$ cat src/rtl/cpu.sv
// Single-cycle 16-bit accumulator core (BIP-I style) with external Harvard memories.
// Decode is purely combinational; PC and ACC are the only state.
module cpu #(
  parameter int PC_W   = 11,
  parameter int DATA_W = 16,
  parameter int OPC_W  = 5
) (
  input  logic              clk,
  input  logic              reset,
  output logic [PC_W-1:0]   addr_program,
  input  logic [DATA_W-1:0] data,
  output logic              rd,
  output logic              wr,
  output logic [PC_W-1:0]   addr_data,
  input  logic [DATA_W-1:0] in_data,
  output logic [DATA_W-1:0] out_data
);

  typedef enum logic [OPC_W-1:0] {
    OP_HLT  = 5'b00000,
    OP_STO  = 5'b00001,
    OP_LD   = 5'b00010,
    OP_LDI  = 5'b00011,
    OP_ADD  = 5'b00100,
    OP_ADDI = 5'b00101,
    OP_SUB  = 5'b00110,
    OP_SUBI = 5'b00111
  } opcode_e;

  logic [PC_W-1:0]   pc_q, pc_d;
  logic [DATA_W-1:0] acc_q, acc_d;
  logic [OPC_W-1:0]  opc;
  logic [PC_W-1:0]   operand;
  logic [DATA_W-1:0] imm;

  assign opc     = data[DATA_W-1 -: OPC_W];
  assign operand = data[PC_W-1:0];
  assign imm     = {{(DATA_W-PC_W){operand[PC_W-1]}}, operand};

  assign addr_program = pc_q;
  assign addr_data    = operand;
  assign out_data     = acc_q;

  always_comb begin
    rd    = 1'b0;
    wr    = 1'b0;
    acc_d = acc_q;
    pc_d  = pc_q + {{(PC_W-1){1'b0}}, 1'b1};
    // Opcodes 01000..11111 fall through as NOPs.
    case (opc)
      OP_HLT:  pc_d  = pc_q;
      OP_STO:  wr    = 1'b1;
      OP_LD:   begin rd = 1'b1; acc_d = in_data; end
      OP_LDI:  acc_d = imm;
      OP_ADD:  begin rd = 1'b1; acc_d = acc_q + in_data; end
      OP_ADDI: acc_d = acc_q + imm;
      OP_SUB:  begin rd = 1'b1; acc_d = acc_q - in_data; end
      OP_SUBI: acc_d = acc_q - imm;
      default: ;
    endcase
  end

  always_ff @(posedge clk or posedge reset) begin
    if (reset) begin
      pc_q  <= '0;
      acc_q <= '0;
    end else begin
      pc_q  <= pc_d;
      acc_q <= acc_d;
    end
  end

endmodule

$ cat config.mk
export PLATFORM = sky130hd
export DESIGN_NAME = cpu
export DESIGN_NICKNAME = d
export VERILOG_FILES = /design/src/rtl/cpu.sv
export SDC_FILE = /design/constraint.sdc
export NUM_CORES = 1
export LEC_CHECK = 0
export BUFFER_PORTS_ARGS = -buffer_cell sky130_fd_sc_hd__buf_2
export CAP_MARGIN = 40
export CORE_MARGIN = 5
export CORE_UTILIZATION = 44
export DETAILED_ROUTE_END_ITERATION = 12
export GPL_ROUTABILITY_DRIVEN = 0
export PLACE_DENSITY = 0.74
export SYNTH_ARGS = -nofsm -noshare
export SYNTH_HDL_FRONTEND = slang
export SYNTH_SLANG_ARGS = --single-unit
$ cat constraint.sdc
create_clock -name clk -period 2.9 [get_ports clk]
set_input_delay 0 -clock clk [delete_from_list [all_inputs] [get_ports clk]]
set_output_delay 0 -clock clk [all_outputs]
set_load 0.005 [all_outputs]
---- After elaboration in Yosys (flattened, before gate mapping) ----
Cells that the tools add are included.
operators by class
  muxes and demuxes ....................... 3
  reduce and logical (&&, ||, !) cells .... 3
  $add $sub $neg .......................... 5
  equality and inequality tests ........... 7
operators with widths
  operator                                        count
  case mux 16 bit (6 select lines)                1
  adder 16 bit                                    2
  subtractor 16 bit                               2
  == test 5 x 3 -> 1 bit (second input constant)  4
  adder 11 x 1 -> 11 bit (second input constant)  1
  == test 5 x 2 -> 1 bit (second input constant)  2
  nonzero test 6 bit                              1
  == test 5 x 1 -> 1 bit (second input constant)  1
  zero test 5 bit                                 1
  OR reduction 3 bit                              1
  2-to-1 mux 1 bit                                2
storage, ports and cells
  word-level logic and storage cells ...... 20
  input bits .............................. 34
  register bits ........................... 27
  output and inout bits ................... 40

---- Logic depth before layout (Yosys ltp) ----
  depth after elaboration ................. 3
  depth in mapped cells ................... 18
  depth with buffers taken out ............ 17

---- Least setup slack after synthesis ----
OpenSTA, ideal clock, no wires.
  kind .................................... in2reg
  from .................................... in data[12]
  to ...................................... reg acc_q[14] (netlist: out_data[14])
  slack ................................... -0.282 ns
  stages .................................. 14
  setup time .............................. 0.126 ns
  data required time ...................... 2.774 ns
  arrival ................................. 3.055 ns
  buffers on the path ..................... 4
  cell sequence ........................... clkbuf_1 clkbuf_1 clkbuf_1 clkbuf_1 o221ai_1 fa_1 a21oi_1 o21ai_0 a2111oi_0 o31a_1 nand2_1 o211ai_1 a211o_1 nand3_1
on the way
  cells in the longest elaborated chain, start to end .. 2
  elaborated cells on any way between the ends .. 8
  classes of those cells .................. 6 x eq/ne; 1 x mux; 1 x reduce/logical
ends and longest elaborated chain
  item                                                                    line  RTL
  from (decl)                                                             11    input logic [DATA_W-1:0] data,
  == test 5 x 3 -> 1 bit or == test 5 x 2 -> 1 bit (tied branches)        50    case (opc)
  case mux 16 bit (6 select lines) or nonzero test 6 bit (tied branches)  n/a
  to (signal assigned)                                                    66    acc_q <= '0;
  to (signal assigned)                                                    69    acc_q <= acc_d;
  to (decl)                                                               31    logic [DATA_W-1:0] acc_q, acc_d;
Parallel ways exist; a longest one is shown, timed or not.
A chain may end at the register's enable or synchronous reset.

---- Worst setup path after layout ----
  from .................................... in in_data[4]
  to ...................................... reg acc_q[13] (netlist: out_data[13])
on the way
  cells in the longest elaborated chain, start to end .. 2
  elaborated cells on any way between the ends .. 3
  classes of those cells .................. 2 x add/sub; 1 x mux
ends and longest elaborated chain
  item                                               line    RTL
  from (decl)                                        15      input logic [DATA_W-1:0] in_data,
  subtractor 16 bit or adder 16 bit (tied branches)  57, 55
  case mux 16 bit (6 select lines) *                 50
Mark *: on every way between the ends. The rest lies on a longest branch, timed or not.

==> impl_metrics.ini <==
[place]
pre_cts_ws_ns = -0.329
post-dp-hpwl_um = 7480
portBuffers = 73
dp.cells = 592

[floorplanning]
die_h_um = 92.7
ios = 74
num_rows = 30
die_area_um2 = 8600
core_area_um2 = 6720
start_util_pct = 44.8
die_x_um = 92.7

[setup_path]
critPathMostFrequentCell = a21oi_1
rrSetupSlack_ns = 0.22
cp.required_ns = 3.07
reg2regPathDepth = 13
r2r-start = out_data[0]
worstSetupPathType = in2reg
crit_chain = buf_2 > nor4_4 > nand2_1 > or4b_4 > or3_4 > nand2b_1 > a21oi_1 > a21oi_1 > ha_1 > and3_4 > a211oi_2 > xnor2_1 > a221oi_1 > nor2_1
worstSetupEndpointType = flip-flop
cp-start-kind = primary input
slowest_delay_ns = 0.54
timing.rr.end = out_data[14]
critical_path.slowest_cell = or4b_4
cp.arrival_ns = 2.94
path_buf_inv = 1
crit_path_max_fanout = 5
startpoint = in_data[4]
crit_family = simple AND/OR/NAND/NOR gates

[pwr]
p_comb_share_pct = 61.6
ir_worst_vdd_mv = 0.440
switching_share_pct = 41.8
p_leak_nw = 1.87
power_frac_seq_pct = 28.5
p_clk_share_pct = 9.9
power.density_nw_per_um2 = 542
p_switching_w = 0.000924
p_int_w = 0.00128

[sta]
setup_tns_ns = 0
fin_crit_ns = 2.78
hold_viol = 0
slew_viol_final = 0
setup_violations = 0
slew_headroom_pct = 66.5
tightest_slew_ns = 0.499
skew_ns = 0.00488
setup_ws_ns = 0.124
fin_crit_sh_pct = 95.7
grt_setup_unrepaired = true
fmaxAchievable_mhz = 360

[clock_tree]
insertion_delay_ns = 0.27
cts_tree = yes
clockBufferDepth = 2
cts-root-buf = clkbuf_8
cts.sinks = 27
clk_pin_slew_ns = 0.10
cts_made_buffers = 3
h-tree-depth = 1

[global_routing]
grt-ovfl-total = 0
antenna_found_initial = 0
grt_use_total_pct = 20.9
grt_max_degree = 22
grt_pass1_wl_um = 15000
grt_pass1_vias = 3204

[logic_synthesis]
syn_inst = 401
synth_warnings = 0
synth_edf_count = 0
ys_types = 60
async_flop_share_pct = 100
yosys_register_bits = 27
syn-num-nets = 455
syn_avg_cell_area_um2 = 7.51
netlist_area_um2 = 3010
seq_area_frac_synth_pct = 22.4
synth_flop_cell = dfrtp_1

[run_status]
status = finished clean

[finish]
drive_gt1_share_pct = 35.1
stdcell_count = 601
syn_to_final_growth_pct = 35.2
nets = 576
fin_util_pct = 60.6
num_antenna_cells = 0

[detailed_routing]
routedWlPerCell_um = 15.6
drcViolationCount = 0
first_pass_iters = 4
vias = 3451
wl_um = 9400
detail-route-antenna-nets = 0
drtIter0Drc = 198
drt-vias-per-instance = 5.74

[hold_path]
min-delay-start = in_data[13]
hold_path_depth = 3
hp-class = in2reg
min_to = out_data[13]

[job]
cap_violations = 0
## per-layer routing
layer	GRT usage (%)	vias to the layer above	routed length, um
li1	-	1698	-
met1	28.6	1635	4210
met3	2.68	16	474
met2	34.9	102	4600
met4	5.13	0	115
met5	0	-	0
## power groups by stage
stage	Clock, W	Combinational [W]	Sequential [W]
final	0.000218	0.00136	0.000628
after global routing	0.000249	0.00151	0.000650
after CTS	0.000227	0.00127	0.000627
after detailed placement	0	0.00126	0.000632
after global placement	0	0.00122	0.000629
after floorplan	0	0.000740	0.000624
## worst min-delay path: stages
cell and delay [ns]:
buf_2 0.14, a221oi_1 0.10, nor2_1 0.10
## through the flow
| step | instance area (um^2) | hold WS [ns] | power, W |
|---|---|---|---|
| 3_3_place_gp | 3850 | 0.226 | 0.00185 |
| 4_1_cts | 3940 | 0.0914 | 0.00212 |
| 3_5_place_dp | 3880 | 0.0439 | 0.00189 |
| 6_report | 4070 | 0.101 | 0.00221 |
| 5_1_grt | 4070 | 0.0958 | 0.00241 |
| 2_1_floorplan | 3050 | 0.0527 | 0.00136 |
## cell type report
| cell class | instances | area, um^2 |
|---|---|---|
| clock buffers | 3 | 41.3 |
| clock inverters | 1 | 5.00 |
| fillers | 610 | 2650 |
| inverters | 13 | 48.8 |
| multi-input cells | 332 | 2270 |
| flip-flops and latches | 27 | 676 |
| well taps | 80 | 100 |
| repair buffers | 145 | 932 |
## what timing repair did
action | 4_1_cts | 5_1_grt
buffers inserted | 0 | 4
hold buffers | 1 | 0
gates resized for setup | 1 | 26
pin swaps | 0 | 16
hold endpoints to repair | 8 | 0
setup endpoints to repair | 2 | 7
## worst max-delay path by stage
stage                              end  slack (ns)  depth (start not counted)
after CTS                 out_data[15]       0.007                         18
after global placement    out_data[15]       -0.29                         18
after global routing      out_data[15]       -0.06                         18
after detailed placement  out_data[15]       -0.33                         18
after floorplan           out_data[14]      -0.007                         16
final                     out_data[13]        0.12                         14
## synthesized netlist by cell type (12+ instances only)
library cell | count | share of area [%]
ha_1 | 19 | 7.9
dfrtp_1 | 27 | 22
a21oi_1 | 40 | 6.6
nor3_1 | 13 | 2.2
inv_1 | 13 | 1.6
nand3_1 | 17 | 2.8
o21ai_0 | 30 | 5.0
nor2_1 | 34 | 4.2
clkbuf_1 | 18 | 2.2
xor2_1 | 12 | 3.5
nand2_1 | 46 | 5.7
xnor2_1 | 20 | 5.8
## layout by cell type (no fill, tap or decap), drive strengths merged, types with 12 or more instances in the layout
cell type  Yosys  routed
nor3          14      14
dfrtp         27      27
nand2         46      46
o21ai         31      31
nor2          34      34
inv           13      13
buf           11     144
xor2          12      12
nand3         17      17
ha            19      19
a21oi         40      40
xnor2         20      20
## state kept, by name, summed over array words and instances, names as in the netlist
name	count
addr_program	11
out_data	16
## cells by family (layout without fill, tap and decap cells)
| logic type | after synthesis | in the layout | synth area share, % |
|---|---|---|---|
| and+or+nand+nor | 147 | 147 | 24.1 |
| AOI/OAI and AO/OA | 125 | 125 | 26.2 |
| buffers and inverters | 42 | 162 | 6.61 |
| xor gates and xnor gates | 32 | 32 | 9.31 |
| DFF | 27 | 27 | 22.4 |
| adders and majority gates | 20 | 20 | 8.56 |
| muxes | 8 | 8 | 2.83 |
Note: power is estimated with default switching activity, not from simulation.
